[src/rtl/ttt_pkg.sv]
// Shared types and constants for the tic-tac-toe front end.
// Holds the keypad scanner states, key codes, column one-hots and the key map.
package ttt_pkg;

  typedef enum logic [1:0] {
    SCAN     = 2'd0,
    DEBOUNCE = 2'd1,
    PRESS    = 2'd2,
    HOLD     = 2'd3
  } key_state_t;

  localparam logic [3:0] KEY_STAR = 4'd10;
  localparam logic [3:0] KEY_HASH = 4'd11;
  localparam logic [3:0] KEY_NONE = 4'hF;

  localparam logic [2:0] COL0 = 3'b001;
  localparam logic [2:0] COL1 = 3'b010;
  localparam logic [2:0] COL2 = 3'b100;

  function automatic logic [2:0] next_col(input logic [2:0] col);
    return {col[1:0], col[2]};
  endfunction

  function automatic logic is_onehot4(input logic [3:0] row);
    return (row != 4'd0) && ((row & (row - 4'd1)) == 4'd0);
  endfunction

  // Keypad layout: rows top to bottom are 1-2-3, 4-5-6, 7-8-9, *-0-#.
  function automatic logic [3:0] key_map(input logic [2:0] col, input logic [3:0] row);
    logic [3:0] code;
    code = KEY_NONE;
    case (col)
      COL0: case (row)
              4'b0001: code = 4'd1;
              4'b0010: code = 4'd4;
              4'b0100: code = 4'd7;
              4'b1000: code = KEY_STAR;
              default: code = KEY_NONE;
            endcase
      COL1: case (row)
              4'b0001: code = 4'd2;
              4'b0010: code = 4'd5;
              4'b0100: code = 4'd8;
              4'b1000: code = 4'd0;
              default: code = KEY_NONE;
            endcase
      COL2: case (row)
              4'b0001: code = 4'd3;
              4'b0010: code = 4'd6;
              4'b0100: code = 4'd9;
              4'b1000: code = KEY_HASH;
              default: code = KEY_NONE;
            endcase
      default: code = KEY_NONE;
    endcase
    return code;
  endfunction

endpackage

[src/rtl/scan_tick_gen.sv]
// Free-running divider: one-cycle o_tick every CLK_DIV clocks.
// Shared by the keypad scanner and the display refresh logic.
module scan_tick_gen #(
  parameter int CLK_DIV = 12500
) (
  input  logic clk,
  input  logic rst_n,
  output logic o_tick
);

  localparam int CNT_W = (CLK_DIV > 1) ? $clog2(CLK_DIV) : 1;
  localparam logic [CNT_W-1:0] CNT_LAST = CNT_W'(CLK_DIV - 1);

  logic [CNT_W-1:0] r_cnt;

  // NOTE: sequential state uses non-blocking assignments so every flop samples pre-edge values.
  always_ff @(posedge clk or negedge rst_n) begin
    if (!rst_n) begin
      r_cnt <= '0;
    end else if (r_cnt == CNT_LAST) begin
      r_cnt <= '0;
    end else begin
      r_cnt <= r_cnt + 1'b1;
    end
  end

  assign o_tick = (r_cnt == CNT_LAST);

endmodule

[src/rtl/keypad_event_scan.sv]
// 3x4 keypad scanner: synchronizes row returns, debounces press and release,
// and emits one key_valid pulse with key_code per physical press.
module keypad_event_scan
  import ttt_pkg::*;
#(
  parameter int CLK_DIV  = 12500,
  parameter int DB_TICKS = 4
) (
  input  logic       clk,
  input  logic       rst,
  input  logic [3:0] key_row,
  output logic [2:0] key_col,
  output logic       key_valid,
  output logic [3:0] key_code,
  output logic       key_held
);

  localparam logic [3:0] DB_LAST = 4'(DB_TICKS);

  logic       w_tick;
  logic [3:0] r_row_m;
  logic [3:0] r_row_s;

  key_state_t r_state,    w_state_nxt;
  logic [2:0] r_col,      w_col_nxt;
  logic [3:0] r_cand_row, w_cand_nxt;
  logic [3:0] r_db_cnt,   w_db_nxt;
  logic [3:0] r_key_code, w_code_nxt;
  logic [3:0] w_db_inc;

  scan_tick_gen #(
    .CLK_DIV(CLK_DIV)
  ) u_tick (
    .clk   (clk),
    .rst_n (rst),
    .o_tick(w_tick)
  );

  // Two-flop synchronizer: key_row is asynchronous to clk.
  always_ff @(posedge clk or negedge rst) begin
    if (!rst) begin
      r_row_m <= '0;
      r_row_s <= '0;
    end else begin
      r_row_m <= key_row;
      r_row_s <= r_row_m;
    end
  end

  // Saturating increment so the counter can never wrap back past DB_TICKS.
  assign w_db_inc = (r_db_cnt >= DB_LAST) ? r_db_cnt : r_db_cnt + 4'd1;

  // NOTE: every always_comb output gets a default first so no path leaves it unassigned (no latches).
  always_comb begin
    w_state_nxt = r_state;
    w_col_nxt   = r_col;
    w_cand_nxt  = r_cand_row;
    w_db_nxt    = r_db_cnt;
    w_code_nxt  = r_key_code;

    case (r_state)
      SCAN: begin
        if (w_tick) begin
          if (is_onehot4(r_row_s)) begin
            w_cand_nxt  = r_row_s;
            w_db_nxt    = 4'd1;
            w_state_nxt = (DB_LAST == 4'd1) ? PRESS : DEBOUNCE;
          end else begin
            w_col_nxt = next_col(r_col);
          end
        end
      end
      DEBOUNCE: begin
        if (w_tick) begin
          if (r_row_s == r_cand_row) begin
            w_db_nxt = w_db_inc;
            if (w_db_inc == DB_LAST) w_state_nxt = PRESS;
          end else begin
            w_db_nxt    = 4'd0;
            w_col_nxt   = next_col(r_col);
            w_state_nxt = SCAN;
          end
        end
      end
      PRESS: begin
        w_db_nxt    = 4'd0;
        w_state_nxt = HOLD;
      end
      HOLD: begin
        if (w_tick) begin
          if (r_row_s == 4'd0) begin
            w_db_nxt = w_db_inc;
            if (w_db_inc == DB_LAST) begin
              w_db_nxt    = 4'd0;
              w_col_nxt   = next_col(r_col);
              w_state_nxt = SCAN;
            end
          end else begin
            w_db_nxt = 4'd0;
          end
        end
      end
      default: w_state_nxt = SCAN;
    endcase

    // The code register loads on the edge that enters PRESS, so it is valid alongside key_valid.
    if (w_state_nxt == PRESS) w_code_nxt = key_map(r_col, w_cand_nxt);
  end

  always_ff @(posedge clk or negedge rst) begin
    if (!rst) begin
      r_state    <= SCAN;
      r_col      <= COL0;
      r_cand_row <= '0;
      r_db_cnt   <= '0;
      r_key_code <= KEY_NONE;
    end else begin
      r_state    <= w_state_nxt;
      r_col      <= w_col_nxt;
      r_cand_row <= w_cand_nxt;
      r_db_cnt   <= w_db_nxt;
      r_key_code <= w_code_nxt;
    end
  end

  assign key_col   = r_col;
  assign key_code  = r_key_code;
  assign key_valid = (r_state == PRESS);
  assign key_held  = (r_state == PRESS) || (r_state == HOLD);

endmodule

[config.mk]
export PLATFORM = sky130hd
export DESIGN_NAME = keypad_event_scan
export DESIGN_NICKNAME = d
export VERILOG_FILES = /design/src/rtl/ttt_pkg.sv /design/src/rtl/scan_tick_gen.sv /design/src/rtl/keypad_event_scan.sv
export SDC_FILE = /design/constraint.sdc
export NUM_CORES = 1
export LEC_CHECK = 0
export ABC_AREA = 1
export CAP_MARGIN = 20
export CORE_MARGIN = 4
export CORE_UTILIZATION = 50
export CTS_CLUSTER_SIZE = 40
export DETAILED_ROUTE_END_ITERATION = 7
export PLACE_DENSITY_LB_ADDON = 0.05
export SYNTH_ARGS = -nofsm -noshare
export SYNTH_HDL_FRONTEND = slang
export SYNTH_HIERARCHICAL = 1
export SYNTH_SLANG_ARGS = --single-unit
export TNS_END_PERCENT = 1
[constraint.sdc]
create_clock -name clk -period 1.9 [get_ports clk]
set_input_delay 0.38 -clock clk [delete_from_list [all_inputs] [get_ports clk]]
set_output_delay 0.38 -clock clk [all_outputs]
set_load 0.05 [all_outputs]
==> flow_summary.ini, run 1 <==
[clock_network]
path_clk_slew_ps = 80
cts_buffer_depth = 2
cts_max_level = 2
cts_num_sinks = 39
cts_made_buffers = 5
cts-root-buf = clkbuf_8
insertion_delay_ps = 290
ctsHoldBuffers = 0
cts_tree = built

[yosys]
synthDistinctLibCells = 34
yosys.area.top_type = dfrtp_1
postSynthCellCount = 290
ys_seq_area_share_pct = 44.6
yosysTopAreaCellShare_pct = 38.6
syn_avg_cell_area_sq_um = 7.60
synth_seq_cells = 39
synth_area_leaders = dfrtp_1 39%, nand2_1 11%, nor2_1 10%
synth_nets = 299
synth_area_sq_um = 2200
ys_warn_count = 6

[layout]
post-route-util_pct = 69.6
fillers = 353
layout_commonest_cell = nand2_1
final_cell_mix = 59 x nand2_1, 54 x nor2_1, 49 x buf_4, 43 x inv_1, 34 x dfrtp_1
final_nets = 359
antenna_cells = 0
finalInstanceArea_sq_um = 2880
drive_above_1_share_pct = 29.6
fin_cells = 401
area.growth.synth_to_final_pct = 30.8

[timing]
fin_skew_ps = 6.62
finalSetupViolCount = 3
worst_slew_pin_slew_ps = 491
fin_crit_ps = 1950
setup_slack_ps = -45.1
finalCritPeriodShare_pct = 102
max_freq_ghz = 0.514
drv_slew = 0
rsz0062_at_grt = yes
finalHoldViolCount = 0
slew_headroom_pct = 67.3

[floorplan]
fp.dieW_um = 74.4
ios = 15
row_count = 23
die_h_um = 74.4
design.core.area_sq_um = 4140
initial_core_util_pct = 53.2
die-area_sq_um = 5530

[global_route]
track_usage_pct = 18.0
grt_pass1_wl_um = 7710
antenna_found_initial = 0
grt_start_max_net_pins = 40
grt_pass1_vias = 1794
overflow = 0

[place]
dpl_worst_slack_ps = -162
dp.cells = 389
dpl_cell_area_sq_um = 2660
post-dp-hpwl_um = 3200
port_buffers = 14
place_congestion = 0.773

[setup_path]
cp.arrival_ps = 2170
cp-end-kind = register
crit_type = register to register
rrSetupSlack_ps = -50
worstPathMaxFanout = 6
crit_required_ps = 2130
critical_path.startpoint = u_tick/r_cnt[1]
ff2ff_path_depth = 13
timing.rr.start = u_tick/r_cnt[1]
cp-start-kind = register
timing.rr.end = key_code[1]
endpoint = key_code[1]

[detailed_routing]
post_drt_wl_per_cell_um = 10.9
vias_per_cell = 4.77
drc = 0
detail-route-antenna-nets = 0
wirelength_um = 4370
first_pass_iters = 4
drt_first_iter_violations = 104
dr_total_vias = 1913

[run]
maxCapViolations = 0

[outcome]
violations = negative setup slack
status = finished with violations

[power_and_ir_drop]
powerDensity_nw_per_um2 = 597
ir_drop_uv = 493
p_leak_nw = 1.43

[hold_path]
min_path_type = input pin to async pin
-- registers in the layout, summed over array words and instances, names as in the netlist --
register	flops
key_col	3
u_tick/r_cnt	14
key_code	4
r_row_s	4
r_cand_row	4
r_db_cnt	4
r_state	2
r_row_m	4
-- per-stage QoR --
step           power, W  hold slack [ps]  setup TNS [ps]
6_report        0.00172              129            -122
5_1_grt         0.00179              174            -919
3_5_place_dp   0.000913              335            -566
3_3_place_gp   0.000912              331            -392
4_1_cts         0.00174              145            -190
2_1_floorplan  0.000873             84.4            -255
-- layer usage --
layer / vias to the layer above / part of all wire (%) / GRT usage (%)
li1: 1022 / - / -
met1: 856 / 47 / 23.5
met2: 30 / 48 / 29.1
met3: 5 / 4.0 / 4.05
met4: 0 / 1.7 / 7.11
met5: - / 0 / 0
-- worst min path at each step --
stage | start | to | slack, ps | cells past startpoint
after floorplan | rst | key_col[1] | 80 | 0
after global placement | r_row_m[2] | r_row_s[2] | 330 | 0
after detailed placement | r_row_m[1] | r_row_s[1] | 330 | 0
after CTS | rst | r_state[0] | 140 | 2
after global routing | rst | r_state[0] | 170 | 2
final | rst | r_state[1] | 130 | 2
-- critical path: stages (launching register included) --
cell and delay (ps):
dfrtp_1 350, ha_2 180, nand3_1 80, nor2_2 110, nand2_2 80, inv_4 90
nand4_4 160, o21ai_4 280, nor2_4 70, nand2_4 100, nand2_4 70, o21ai_1 130
nand2_1 60, a21oi_1 120
-- report_power, final --
part | internal [W] | switching [W]
clock | 0.000524 | 0.000297
combinational | 0.0000216 | 0.0000347
sequential | 0.000839 | 0.00000443
total | 0.00138 | 0.000336
-- Yosys cell counts, drive strengths merged --
master  count
nor4        1
nand3      15
inv        46
xnor2       1
ha          3
o211ai      2
nor2       64
dfrtp      34
xor2        6
buf         1
a31oi       1
nand4       4
dfstp       5
a21oi       4
nor3b       1
nor3        7
o22ai       2
o21ai      16
or2         1
clkbuf      1
nand2      72
o21bai      3
-- final cells by class --
type | count | area, sq um | share of cell area [%]
multi-input combinational | 204 | 1110 | 38.6
sequential | 39 | 982 | 34.1
timing repair buffer | 54 | 413 | 14.3
inverter | 46 | 175 | 6.08
clock buffer | 5 | 68.8 | 2.39
clock inverter | 3 | 67.6 | 2.34
tap | 50 | 62.6 | 2.17
-- what timing repair did --
item | in CTS | in global routing
setup endpoints to repair | 4 | 11
pin swaps | 1 | 4
gates resized for setup | 6 | 11
buffers inserted | 2 | 1
gates cloned | 1 | 0
-- cell families (layout without fill, tap and decap cells) --
logic type,count (synthesis),after routing,synth area share (%)
AND/OR/NAND/NOR,165,166,34.0
buffers and inverters,48,108,8.52
flip-flops,39,39,44.6
AO/OA/AOI/OAI,28,28,8.46
XOR/XNOR,7,7,2.78
adder cells (fa/ha/maj),3,3,1.70
No activity file was read; power rests on OpenSTA's default activity.
==> run 2: changes to the inputs <==
CORE_UTILIZATION = 55   (was 50)
clock period = 1.8 ns   (was 1.9 ns; I/O delays follow)
==> run 2 against run 1 <==
Effect of this change:
- the run still ends with negative setup slack left
- final cell count grew 2.0%
- non-clock buffer count grew 11
- sequential cell count is the same
- sequential power grew 5.6%
- sequential share of layout area shrank 1.3 points
- total power shrank 6.9%
- first-iteration DRC count shrank 38%
- clock power shrank 21%
- critical path depth grew 3
- utilization grew 9.8 points
- worst hold slack lost 24 ps
- maximum frequency shrank 6.9%
- largest cell class unchanged
- highest routed layer unchanged
==> flow_summary.ini, run 2 (synthesis results as in run 1) <==
[outcome]
status = finished with violations
violations = negative setup slack

[global_route]
antenna_found_initial = 0
track_usage_pct = 20.0
grt_pass1_vias = 1936
grt_start_max_net_pins = 40
grt_pass1_wl_um = 8130
overflow = 0

[run]
maxCapViolations = 0

[place]
port_buffers = 14
place_congestion = 0.846
dpl_cell_area_sq_um = 2720
post-dp-hpwl_um = 3410

[layout]
final_nets = 369
drive_above_1_share_pct = 32.7
antenna_cells = 0
multi_input_comb_area_sq_um = 1140
largest_register_ffs = 14
regArea_sq_um = 982
regMostFlops = u_tick/r_cnt
final_cell_mix = 61 x nand2_1, 56 x nor2_1, 56 x buf_4, 41 x inv_1, 34 x dfrtp_1
finalInstanceArea_sq_um = 2990
fillers = 250
area.growth.synth_to_final_pct = 35.9
layout_commonest_cell = nand2_1

[power_and_ir_drop]
powerDensity_nw_per_um2 = 535
ir_drop_uv = 467
p_leak_nw = 1.48

[timing]
worst_slew_pin_slew_ps = 483
finalCritPeriodShare_pct = 116
finalSetupViolCount = 4
fin_crit_ps = 2090
max_freq_ghz = 0.478
drv_slew = 0
finalHoldViolCount = 0
setup_slack_ps = -290
rsz0062_at_grt = yes
slew_headroom_pct = 67.8
hold-worst-slack_ps = 104
fin_skew_ps = 10.8

[floorplan]
die_h_um = 71.3
ios = 15
fp.dieW_um = 71.3
design.core.area_sq_um = 3770
die-area_sq_um = 5080
row_count = 22
initial_core_util_pct = 58.4

[setup_path]
cp.arrival_ps = 2320
worstPathMaxFanout = 5
cp-start-kind = register
crit_type = register to register
cp-end-kind = register
crit_required_ps = 2030

[clock_network]
cts_buffer_depth = 2
ctsHoldBuffers = 0
cts_num_sinks = 39
insertion_delay_ps = 300
cts-root-buf = clkbuf_8
cts_tree = built
cts_max_level = 2
cts_made_buffers = 5
path_clk_slew_ps = 80

[detailed_routing]
vias_per_cell = 5.01
dr_total_vias = 2050
detail-route-antenna-nets = 0
post_drt_wl_per_cell_um = 12.4
drt_first_iter_violations = 65
drc = 0
first_pass_iters = 4
wirelength_um = 5060

[hold_path]
min_path_type = input pin to async pin
-- run 2: path summary, 6_finish.rpt --
check | slack, ps | start | endpoint | depth (start not counted)
setup / recovery | -290 | u_tick/r_cnt[0] | key_code[1] | 16
hold / removal | 100 | rst | r_db_cnt[0] | 2
setup reg to reg | -290 | u_tick/r_cnt[0] | key_code[1] | 16
hold reg to reg | 350 | r_row_m[1] | r_row_s[1] | 0
max in group asynchronous | 1330 | rst | key_code[0] | 2
min in group clk | 350 | r_row_m[1] | r_row_s[1] | 0
-- run 2: layout make-up --
type | instances | area share (%)
clock buffer | 8 | 3.34
tap | 48 | 2.01
inverter | 46 | 5.85
timing repair buffer | 65 | 17.9
multi-input combinational | 203 | 38.1
sequential | 39 | 32.8
-- run 2: stage by stage --
stage          TNS [ps]  util, %  power [W]  cells  setup WS (ps)
5_1_grt           -2030     79.4    0.00166    409           -482
3_5_place_dp      -1930     72.2   0.000966    392           -372
3_3_place_gp       -845     72.2   0.000965    392           -227
6_report          -1020     79.4    0.00160    409           -290
4_1_cts            -862     76.9    0.00161    405           -247
2_1_floorplan      -655        -   0.000921    290           -195
-- run 2: layer usage --
layer	track usage [%]	vias up	wire length (um)	share of wire [%]
met1	23.3	942	2150	42
met5	0	-	0	0
met3	4.07	19	242	4.8
met4	8.35	0	172	3.4
li1	-	1040	-	-
met2	35.7	49	2500	49
-- run 2: worst max-delay path, cell delays in order, from the launching register on --
cell and delay (ps):
dfrtp_1 360, ha_2 210, nand3_4 90, nor2_4 110, nand2_2 80, inv_4 70, nand4_4 90, buf_6 150
nand2_1 80, nand2_2 110, nand2_4 100, inv_2 50, nand3_2 110, nand2_1 100, o21ai_2 120, nand2_1 70
a21oi_2 110
-- run 2: what timing repair did --
action / 4_1_cts / 5_1_grt
gates resized for setup: 11 / 20
pin swaps: 5 / 7
setup endpoints to repair: 11 / 13
buffers inserted: 5 / 4
-- run 2: power breakdown --
group | switching [W] | internal [W] | total [W] | leakage, nW
clock | 0.000301 | 0.000350 | 0.000651 | 0.0515
sequential | 0.00000502 | 0.000885 | 0.000890 | 0.494
combinational | 0.0000352 | 0.0000250 | 0.0000603 | 0.938
